## config.mk

```make
export PLATFORM = sky130hd
export DESIGN_NAME = io_input_conditioner
export DESIGN_NICKNAME = d
export VERILOG_FILES = /design/src/rtl/io_cond_pkg.sv /design/src/rtl/io_debounce_chan.sv /design/src/rtl/io_input_conditioner.sv
export SDC_FILE = /design/constraint.sdc
export NUM_CORES = 1
export LEC_CHECK = 0
export BUFFER_PORTS_ARGS = -buffer_cell sky130_fd_sc_hd__buf_2
export CORE_MARGIN = 2
export CORE_UTILIZATION = 30
export DETAILED_ROUTE_END_ITERATION = 6
export PLACE_DENSITY_LB_ADDON = 0.15
export SYNTH_ARGS = -nofsm -noshare
export SYNTH_HDL_FRONTEND = slang
export SYNTH_SLANG_ARGS = --single-unit
```

## constraint.sdc

```tcl
create_clock -name wb_clk_i -period 5.25 [get_ports wb_clk_i]
set_input_delay 1.05 -clock wb_clk_i [delete_from_list [all_inputs] [get_ports wb_clk_i]]
set_output_delay 1.05 -clock wb_clk_i [all_outputs]
set_load 0.1 [all_outputs]
```

## src/rtl/io_cond_pkg.sv

```systemverilog
// Shared defaults and reset-sequencer state type for the player-input conditioner.
package io_cond_pkg;

  localparam int IO_COND_NUM_CH          = 4;
  localparam int IO_COND_SYNC_STAGES     = 2;
  localparam int IO_COND_DEBOUNCE_CYCLES = 250000;
  localparam int IO_COND_RESET_HOLD      = 16;

  typedef enum logic {
    RST_HOLD = 1'b0,
    RST_RUN  = 1'b1
  } rst_state_t;

endpackage

```

## src/rtl/io_debounce_chan.sv

```systemverilog
// One button channel: inverting synchroniser, debounce counter and, with
// IO_COND_EDGE_EN defined, registered press/release pulses.
module io_debounce_chan
  import io_cond_pkg::*;
#(
  parameter int SYNC_STAGES     = IO_COND_SYNC_STAGES,
  parameter int DEBOUNCE_CYCLES = IO_COND_DEBOUNCE_CYCLES
) (
  input  logic clk,
  input  logic rst,
  input  logic pin_n,
  input  logic hold_next,
  output logic level,
  output logic press,
  output logic fall
);

  localparam int CNT_W = $clog2(DEBOUNCE_CYCLES);

  logic [SYNC_STAGES-1:0] sync_q;
  logic [CNT_W-1:0]       cnt_q;
  logic                   level_q;
  logic                   s;
  logic                   accept;

  assign s      = sync_q[SYNC_STAGES-1];
  assign accept = (s != level_q) && (cnt_q == CNT_W'(DEBOUNCE_CYCLES - 1));
  assign level  = level_q;

  always_ff @(posedge clk) begin
    if (rst) begin
      sync_q  <= '0;
      cnt_q   <= '0;
      level_q <= 1'b0;
    end else begin
      sync_q <= {sync_q[SYNC_STAGES-2:0], ~pin_n};
      // Any agreeing cycle restarts the count; acceptance clears it.
      if (s == level_q) begin
        cnt_q <= '0;
      end else if (accept) begin
        level_q <= s;
        cnt_q   <= '0;
      end else begin
        cnt_q <= cnt_q + 1'b1;
      end
    end
  end

`ifdef IO_COND_EDGE_EN
  logic press_q;
  logic fall_q;

  // Gated with the sequencer's next state so pulses never coincide with design reset.
  always_ff @(posedge clk) begin
    if (rst) begin
      press_q <= 1'b0;
      fall_q  <= 1'b0;
    end else begin
      press_q <= accept & s & ~hold_next;
      fall_q  <= accept & ~s & ~hold_next;
    end
  end

  assign press = press_q;
  assign fall  = fall_q;
`else
  logic unused_hold_next;
  assign unused_hold_next = hold_next;
  assign press = 1'b0;
  assign fall  = 1'b0;
`endif

endmodule

```

## src/rtl/io_input_conditioner.sv

```systemverilog
// Player-input front end: per-channel debounce plus a reset sequencer merging
// wb_rst_i, ext_reset_n and gpio_ready. Edge pulses need IO_COND_EDGE_EN.
module io_input_conditioner
  import io_cond_pkg::*;
#(
  parameter int NUM_CH          = IO_COND_NUM_CH,
  parameter int SYNC_STAGES     = IO_COND_SYNC_STAGES,
  parameter int DEBOUNCE_CYCLES = IO_COND_DEBOUNCE_CYCLES,
  parameter int RESET_HOLD      = IO_COND_RESET_HOLD
) (
  input  logic              wb_clk_i,
  input  logic              wb_rst_i,
  input  logic              ext_reset_n,
  input  logic              gpio_ready,
  input  logic [NUM_CH-1:0] btn_n_i,
  output logic [NUM_CH-1:0] btn_o,
  output logic [NUM_CH-1:0] btn_press_o,
  output logic [NUM_CH-1:0] btn_release_o,
  output logic              design_reset_o,
  output logic              debug_gpio_ready_o
);

  localparam int HOLD_W = (RESET_HOLD > 1) ? $clog2(RESET_HOLD) : 1;

  logic [SYNC_STAGES-1:0] ext_sync_q;
  rst_state_t             state_q;
  rst_state_t             state_d;
  logic [HOLD_W-1:0]      hold_cnt_q;
  logic [HOLD_W-1:0]      hold_cnt_d;
  logic                   cause;
  logic                   hold_next;
  logic                   dbg_q;

  // External reset is synchronised as a level; flops reset to "asserted".
  assign cause     = wb_rst_i | ~ext_sync_q[SYNC_STAGES-1] | ~gpio_ready;
  assign hold_next = (state_d == RST_HOLD);

  always_comb begin
    state_d    = state_q;
    hold_cnt_d = hold_cnt_q;
    if (cause) begin
      state_d    = RST_HOLD;
      hold_cnt_d = '0;
    end else if (state_q == RST_HOLD) begin
      if (hold_cnt_q == HOLD_W'(RESET_HOLD - 1)) begin
        state_d    = RST_RUN;
        hold_cnt_d = '0;
      end else begin
        hold_cnt_d = hold_cnt_q + 1'b1;
      end
    end
  end

  always_ff @(posedge wb_clk_i) begin
    if (wb_rst_i) begin
      ext_sync_q <= '0;
      state_q    <= RST_HOLD;
      hold_cnt_q <= '0;
      dbg_q      <= 1'b0;
    end else begin
      ext_sync_q <= {ext_sync_q[SYNC_STAGES-2:0], ext_reset_n};
      state_q    <= state_d;
      hold_cnt_q <= hold_cnt_d;
      dbg_q      <= gpio_ready;
    end
  end

  assign design_reset_o     = (state_q == RST_HOLD);
  assign debug_gpio_ready_o = dbg_q;

  for (genvar i = 0; i < NUM_CH; i++) begin : g_chan
    io_debounce_chan #(
      .SYNC_STAGES    (SYNC_STAGES),
      .DEBOUNCE_CYCLES(DEBOUNCE_CYCLES)
    ) u_chan (
      .clk      (wb_clk_i),
      .rst      (wb_rst_i),
      .pin_n    (btn_n_i[i]),
      .hold_next(hold_next),
      .level    (btn_o[i]),
      .press    (btn_press_o[i]),
      .fall     (btn_release_o[i])
    );
  end

endmodule

```

==> results of run 1 <==
[logic make-up after synthesis]
logic type | synth area share
AOI/OAI and AO/OA | 0.0393
xor gates and xnor gates | 0.138
adders and majority gates | 0.0154
buffers and inverters | 0.0467
DFF | 0.452
muxes | 0.0123
other | 0.000921
and+or+nand+nor | 0.296
[per-layer routing]
metal / wire [um] / up-vias / track usage
li1: - / 1587 / -
met1: 3910 / 1355 / 0.152
met2: 3340 / 25 / 0.171
met3: 290 / 11 / 0.0325
met4: 216 / 0 / 0.0698
met5: 0 / - / 0
[path summary, 6_finish.rpt]
check	slack, ps	to	cells past startpoint	from
worst max-delay path	2980	btn_o[2]	1	g_chan[2].u_chan.level$_SDFFE_PP0P_
worst min-delay path	430	g_chan[2].u_chan.sync_q[1]$_SDFF_PP0_	1	g_chan[2].u_chan.sync_q[0]$_SDFF_PP0_
worst max register to register	3040	g_chan[3].u_chan.cnt_q[15]$_SDFF_PP0_	5	g_chan[3].u_chan.cnt_q[0]$_SDFF_PP0_
worst min register to register	430	g_chan[2].u_chan.sync_q[1]$_SDFF_PP0_	1	g_chan[2].u_chan.sync_q[0]$_SDFF_PP0_
[cell type report]
class,count,area share
repair buffers,15,0.0175
clock inverters,4,0.0158
inverters,14,0.0115
multi-input cells,338,0.451
clock buffers,12,0.0538
flip-flops and latches,92,0.402
well taps,176,0.0481
[through the flow]
stage	power, uW	hold slack, ps	util
5_1_grt	1510	463	0.346
3_5_place_dp	767	420	0.322
2_1_floorplan	765	414	-
3_3_place_gp	766	419	0.322
4_1_cts	1480	436	0.346
6_report	1450	432	0.346
[flip-flops by register name, summed over array words and instances, names as in the netlist]
register,count
g_chan.u_chan.cnt_q,72
state_q,1
debug_gpio_ready_o,1
ext_sync_q,2
g_chan.u_chan.level,4
g_chan.u_chan.sync_q,8
hold_cnt_q,4
[cells in the mapped netlist]
master     n
or4_4      1
nand4_1   19
or2_2      3
nand2b_1   5
and2_1     1
o21ai_0    4
o41ai_1    3
nor2_1    88
or4b_2     2
xor2_1    15
nand4_2    2
or4b_1     1
clkbuf_1   7
dfxtp_1   92
or4_1      3
o31ai_1    2
nor2b_1    9
conb_1     1
nor3_1    14
inv_1     14
and4_1     4
nand3_1   26
buf_4     12
ha_1       5
xnor2_1   49
nor4_1    21
nor4b_1    4
nand3b_1   2
mux2i_1    5
buf_2      2
and4b_1    1
buf_6      1
a31oi_1    1
a21oi_1    7
o41ai_2    2
and3_1     4
o21ai_2    1
o21ai_4    1
nand2_1   22
or3_1      3
[worst register-to-register path, delay by kind of cell, from the launching register on]
kind,cells,cell delay (ps)
AND/OR/NAND/NOR,3,880
flip-flops,1,390
AO/OA/AOI/OAI,1,600
adder cells (fa/ha/maj),1,210
[power groups by stage]
| stage | Clock [uW] | Combinational [uW] | Sequential, uW |
|---|---|---|---|
| floorplan | 0 | 41.2 | 724 |
| global placement | 0 | 45.1 | 721 |
| detailed placement | 0 | 45.4 | 721 |
| CTS | 727 | 45.4 | 705 |
| global route | 752 | 48.1 | 706 |
| finish | 697 | 45.0 | 705 |
==> impl_metrics.ini, run 1 <==
[run_status]
outcome = finished, final reports clean

[layout]
final_cell_mix = 92 x dfxtp_1, 88 x nor2_1, 49 x xnor2_1
area_delta_synth_final_pct = 12.5
final-seq-area_um2 = 1840
fin_nets = 483
multi_input_area_um2 = 2070
layout-drive-gt1-share = 0.0863
final_common_cell = dfxtp_1
antenna_cells = 0
final_cells = 651
design_area_um2 = 4580
n_fill_cell = 1410

[route]
wl_per_cell_um = 11.9
dr_total_vias = 2978
finalWirelength_um = 7750
first_iter_violations = 115
dr.pass1.iters = 4
ant_nets = 0
via_per_inst = 4.57
drc = 0

[logic_synthesis]
synth_top_cell_by_area = dfxtp_1
ys_types = 40
synth_area_per_cell_um2 = 8.87
synth_top_area_frac = 0.452
synth_warnings = 0
ys_seq_area_frac = 0.452
syn-instance-count = 459
netlist_area_um2 = 4070
synth-seq-cells = 92
synth_top_cells_by_area = dfxtp_1 45%, xnor2_1 11%, nor2_1 8.1%

[global_routing]
grt_pass1_vias = 2791
grt_use_total = 0.117
grt-ovfl-total = 0
grt_max_degree = 23
antenna_found_initial = 0
grt_pass1_wl_um = 13500

[power]
p_int_uw = 1140
swShare = 0.213
power-per-cell-area_nw_per_um2 = 316
combPwrFrac = 0.031
seqPwrFrac = 0.487
ir_drop_mv = 0.119
p_switching_uw = 308
pwr-share-clk = 0.482
p_leak_uw = 0.00136

[timing]
grt_setup_unrepaired = false
fin_worst_skew_ps = 4.51
tns_ps = 0
slew_headroom = 0.406
slew_viol_final = 0
fin_crit_ps = 2270
hold_viol = 0
fmax_ghz = 0.440
worst_slack_ps = 2980
period_share = 0.433
setup_viol = 0
tightest_slew_ps = 882

[setup_path]
crit_chain = buf_2
critPathLaunchType = flip-flop
crit_arrival_ps = 1220
crit_path_end_kind = primary output
max_stage_delay_ps = 460
path_delay_family = buffers and inverters
critPathSlowestCell = buf_2
path_buf_inv = 1
critPathRequiredTime_ps = 4200
crit_type = flip-flop to primary output
worst-path-max-fanout = 3

[clocking]
path_clk_slew_ps = 60
cts_root_buffer = clkbuf_16
cts_resized = 0
cts.hold.buffers_added = 0
cts_made_buffers = 9
insertion_delay_ps = 350
cts.sink_count = 92
clk_path_buf_depth = 2
post_cts_buffers = 0
tritoncts = built
htreeDepth = 3

[floorplanning]
std_cell_rows = 42
fp.dieArea_um2 = 14500
coreArea_um2 = 13200
ioPinCount = 22
initial_core_util = 0.308
die_h_um = 121
die_w_um = 121

[placed_design]
routabilityCongestion = 0.750
placed_cells = 635
place_ws_ps = 3000
portBuffers = 13
place_hpwl_um = 5300
placed_area_um2 = 4260

[job]
cap_violations = 0

[hold_path]
hold_class = flip-flop to flip-flop
(Power assumes the default switching activity.)
==> inputs of run 2 (changes only) <==
==> constraint.sdc (replaced) <==
create_clock -name wb_clk_i -period 2 [get_ports wb_clk_i]
set_input_delay 0.4 -clock wb_clk_i [delete_from_list [all_inputs] [get_ports wb_clk_i]]
set_output_delay 0.4 -clock wb_clk_i [all_outputs]
set_load 0.1 [all_outputs]
==> run 2 against run 1 <==
Sequential power grew to 2.6 times the previous value. Setup slack got worse by 2900 ps. Clock power rose by 130%. Die area did not move. Cell area up 1.5%. Sequential share of layout area down 0.60 points. Worst hold slack got worse by 230 ps. Power is 150% higher. Via count increased by 0.97%. Non-clock buffer count rose by 14. Final cell count grew 2.2%.
==> impl_metrics.ini, run 2 (same netlist as run 1, synthesis figures left out) <==
[layout]
antenna_cells = 0
area_delta_synth_final_pct = 14.2
final_cells = 665
reg.largest.list = g_chan.u_chan.cnt_q: 72 flops, g_chan.u_chan.sync_q: 8 flops
fin_nets = 497
final_cell_mix = 92 x dfxtp_1, 88 x nor2_1, 49 x xnor2_1
largest_reg_flops = 72
layout-drive-gt1-share = 0.115
regMostFlops = g_chan.u_chan.cnt_q
final_common_cell = dfxtp_1

[timing]
period_share = 0.961
setup_viol = 0
grt_setup_unrepaired = false
fin_crit_ps = 1920
fmax_ghz = 0.520
tns_ps = 0
slew_viol_final = 0
hold_viol = 0
fin_worst_skew_ps = 4.89

[route]
dr.pass1.iters = 4
finalWirelength_um = 7720
first_iter_violations = 111
via_per_inst = 4.52
wl_per_cell_um = 11.6
dr_total_vias = 3007
ant_nets = 0
drc = 0

[placed_design]
routabilityCongestion = 0.753
portBuffers = 13
place_hpwl_um = 5440
placed_cells = 649

[global_routing]
grt_pass1_wl_um = 13600
grt_pass1_vias = 2925
grt_max_degree = 23
grt_use_total = 0.116
antenna_found_initial = 0
grt-ovfl-total = 0

[setup_path]
crit_type = flip-flop to flip-flop
crit_path_end_kind = flip-flop
r2r_slack_ps = 80
reg2regPathDepth = 5
crit_arrival_ps = 2160
critPathLaunchType = flip-flop
critPathRequiredTime_ps = 2240
worst-path-max-fanout = 18
regToRegStartpoint = g_chan[1].u_chan.cnt_q[6]$_SDFF_PP0_
crit_start = g_chan[1].u_chan.cnt_q[6]$_SDFF_PP0_
r2r_end = g_chan[1].u_chan.cnt_q[10]$_SDFF_PP0_

[power]
combPwrFrac = 0.035
p_int_uw = 2710
pwr-share-clk = 0.443
swShare = 0.237
p_leak_uw = 0.00140
seqPwrFrac = 0.522
power_uw = 3550
ir_drop_mv = 0.273
p_switching_uw = 839
power-per-cell-area_nw_per_um2 = 763

[floorplanning]
initial_core_util = 0.308
die_w_um = 121
coreArea_um2 = 13200
fp.dieArea_um2 = 14500
ioPinCount = 22
die_h_um = 121
std_cell_rows = 42

[clocking]
cts_resized = 0
cts.sink_count = 92
cts_root_buffer = clkbuf_16
clk_path_buf_depth = 2
cts.hold.buffers_added = 0
post_cts_buffers = 0
cts_made_buffers = 9
insertion_delay_ps = 350
tritoncts = built
htreeDepth = 3
path_clk_slew_ps = 70

[hold_path]
whs_path_depth = 2
hold_class = input pin to flip-flop
min_from = btn_n_i[3]
holdPathEnd = g_chan[3].u_chan.sync_q[0]$_SDFF_PP0_

[run_status]
outcome = finished, final reports clean

[job]
cap_violations = 0
[run 2: cell count changes in the layout (fill, tap and decap cells not counted)]
cell        delta
buf_12         +1
buf_4         +13
bufinv_16      -2
clkbuf_1       -1
clkbuf_8       -1
clkinv_2       +1
clkinv_4       +1
clkinvlp_4     +2
[run 2: metal layers]
layer | share of wire | global-route usage | vias up
li1 | - | - | 1616
met1 | 0.53 | 0.155 | 1360
met2 | 0.43 | 0.176 | 20
met3 | 0.021 | 0.0250 | 11
met4 | 0.020 | 0.0567 | 0
met5 | 0 | 0 | -
[run 2: area by class of cell]
type	instances	area, um^2
Multi-Input combinational cell	338	2070
Clock buffer	10	229
Clock inverter	6	41.3
Tap cell	176	220
Inverter	14	52.6
Sequential cell	92	1840
Fill cell	1424	8590
Timing Repair Buffer	29	198
[run 2: worst max-delay path by stage]
stage / endpoint / slack, ps / cells past startpoint
6_report: g_chan[1].u_chan.cnt_q[10]$_SDFF_PP0_ / 80 / 5
5_1_grt: g_chan[1].u_chan.cnt_q[10]$_SDFF_PP0_ / 20 / 5
4_1_cts: g_chan[1].u_chan.cnt_q[10]$_SDFF_PP0_ / 70 / 5
3_5_place_dp: g_chan[1].u_chan.cnt_q[17]$_SDFF_PP0_ / 90 / 5
3_3_place_gp: g_chan[1].u_chan.cnt_q[17]$_SDFF_PP0_ / 120 / 5
2_1_floorplan: g_chan[1].u_chan.cnt_q[16]$_SDFF_PP0_ / 90 / 5
[run 2: power by group through the flow]
stage               clock network (uW)  logic [uW]  registers, uW
floorplan                            0         108           1900
global placement                     0         127           1890
detailed placement                   0         127           1890
CTS                               1620         128           1850
global route                      1690         135           1850
finish                            1570         126           1850
[run 2: per-stage QoR]
step           worst slack [ps]  utilization  instance area (um^2)  hold slack (ps)
2_1_floorplan              91.8            -                  4100              414
3_3_place_gp                124        0.331                  4380              431
3_5_place_dp               92.5        0.331                  4380              427
4_1_cts                    74.8        0.351                  4650              184
5_1_grt                    23.3        0.351                  4650              195
6_report                   77.8        0.351                  4650              201
[run 2: critical path: stages (launching register included)]
cell and delay (ps):
dfxtp_1 340, or4b_1 520, or4_4 560, o21ai_4 160, buf_12 160, nor2_1 60
==> inputs of run 3 (changes only) <==
--- a/config.mk
+++ b/config.mk
@@ -6,6 +6,8 @@
 export NUM_CORES = 1
 export LEC_CHECK = 0
 export BUFFER_PORTS_ARGS = -buffer_cell sky130_fd_sc_hd__buf_2
+export CELL_PAD_IN_SITES_DETAIL_PLACEMENT = 0
+export CELL_PAD_IN_SITES_GLOBAL_PLACEMENT = 1
 export CORE_MARGIN = 2
 export CORE_UTILIZATION = 30
 export DETAILED_ROUTE_END_ITERATION = 6
==> run 3 against run 2 <==
Cell area grew 0.86%. Final cell count is 0.15% lower. Critical path depth is the same. Die area unchanged. Setup slack improved by 23 ps. Worst hold slack got worse by 3.7 ps.
==> impl_metrics.ini, run 3 (same netlist as run 1, synthesis figures left out) <==
[run_status]
outcome = finished, final reports clean

[global_routing]
grt_pass1_vias = 2866
grt_pass1_wl_um = 13700
grt_max_degree = 23
antenna_found_initial = 0
grt_use_total = 0.119
grt-ovfl-total = 0

[power]
power-per-cell-area_nw_per_um2 = 809
ir_drop_mv = 0.353
p_leak_uw = 0.00143

[timing]
period_share = 0.949
tns_ps = 0
worst_slack_ps = 101
grt_setup_unrepaired = false
slew_viol_final = 0
setup_viol = 0
fin_crit_ps = 1900
fin_worst_skew_ps = 4.12
fmax_ghz = 0.527
hold_viol = 0

[clocking]
cts_root_buffer = clkbuf_16
clk_path_buf_depth = 2
insertion_delay_ps = 340
cts_resized = 0
cts.hold.buffers_added = 0
cts_made_buffers = 9
cts.sink_count = 92
post_cts_buffers = 0
tritoncts = built
htreeDepth = 3
path_clk_slew_ps = 60

[layout]
final_cell_mix = 92 x dfxtp_1, 88 x nor2_1, 49 x xnor2_1
area_delta_synth_final_pct = 15.1
antenna_cells = 0
largest_reg_flops = 72
reg.largest.list = g_chan.u_chan.cnt_q: 72 flops, g_chan.u_chan.sync_q: 8 flops
n_fill_cell = 1382
fin_nets = 496
final_common_cell = dfxtp_1
layout-drive-gt1-share = 0.113
fin_util = 0.354
regMostFlops = g_chan.u_chan.cnt_q

[floorplanning]
die_h_um = 121
std_cell_rows = 42
fp.dieArea_um2 = 14500
ioPinCount = 22
initial_core_util = 0.308
coreArea_um2 = 13200
die_w_um = 121

[setup_path]
crit_path_end_kind = flip-flop
critPathLaunchType = flip-flop
worst-path-max-fanout = 18
crit_type = flip-flop to flip-flop
critPathRequiredTime_ps = 2230
crit_arrival_ps = 2130

[route]
dr_total_vias = 2977
finalWirelength_um = 7760
via_per_inst = 4.48
wl_per_cell_um = 11.7
ant_nets = 0
dr.pass1.iters = 4
first_iter_violations = 108
drc = 0

[placed_design]
place_hpwl_um = 5460
routabilityCongestion = 0.778
portBuffers = 13
place_ws_ps = 95.7

[hold_path]
hold_class = input pin to flip-flop

[job]
cap_violations = 0
-- run 3: cell types whose count changed in the layout (fill, tap and decap cells not counted) --
cell / delta
buf_4: -1
bufinv_16: +2
clkbuf_8: +1
clkinv_4: -1
clkinv_2: +1
clkinvlp_4: -3
-- run 3: cell type report --
class | count | area [um^2] | area share
timing repair buffer | 28 | 190 | 0.0406
clock buffer | 11 | 243 | 0.0518
clock inverter | 5 | 75.1 | 0.0160
sequential | 92 | 1840 | 0.393
tap | 176 | 220 | 0.0470
inverter | 14 | 52.6 | 0.0112
multi-input combinational | 338 | 2070 | 0.441
-- run 3: report_power, final --
| group | total, uW | internal (uW) | switching [uW] | leakage (uW) |
|---|---|---|---|---|
| registers | 1850 | 1850 | 6.20 | 0.000743 |
| logic | 125 | 23.1 | 102 | 0.000524 |
| clock network | 1820 | 1120 | 693 | 0.000159 |
| total | 3790 | 2990 | 802 | 0.00143 |
-- run 3: critical path, cell delays in order (launching register included) --
cell and delay [ps]:
dfxtp_1 340, or4b_1 520, or4_4 550, o21ai_4 160
buf_12 170, a21oi_1 50
-- run 3: worst paths after layout --
| kind | slack, ps | cells after the start | start | end |
|---|---|---|---|---|
| worst min register to register | 440 | 1 | g_chan[3].u_chan.sync_q[0]$_SDFF_PP0_ | g_chan[3].u_chan.sync_q[1]$_SDFF_PP0_ |
| worst max register to register | 100 | 5 | g_chan[1].u_chan.cnt_q[6]$_SDFF_PP0_ | g_chan[1].u_chan.cnt_q[17]$_SDFF_PP0_ |
| worst max-delay path | 100 | 5 | g_chan[1].u_chan.cnt_q[6]$_SDFF_PP0_ | g_chan[1].u_chan.cnt_q[17]$_SDFF_PP0_ |
| worst min-delay path | 200 | 2 | btn_n_i[2] | g_chan[2].u_chan.sync_q[0]$_SDFF_PP0_ |
-- run 3: metal layers --
| metal | part of all wire | track usage | vias to the layer above |
|---|---|---|---|
| met2 | 0.45 | 0.183 | 28 |
| met4 | 0.013 | 0.0385 | 0 |
| li1 | - | - | 1610 |
| met5 | 0 | 0 | - |
| met3 | 0.036 | 0.0443 | 7 |
| met1 | 0.51 | 0.154 | 1332 |
-- run 3: stage by stage --
step	instance area, um^2	hold slack (ps)	total power (uW)	instances
6_report	4690	197	3790	664
3_3_place_gp	4370	418	2020	648
4_1_cts	4690	175	3880	664
2_1_floorplan	4100	414	2010	466
3_5_place_dp	4370	420	2020	648
5_1_grt	4690	177	3950	664
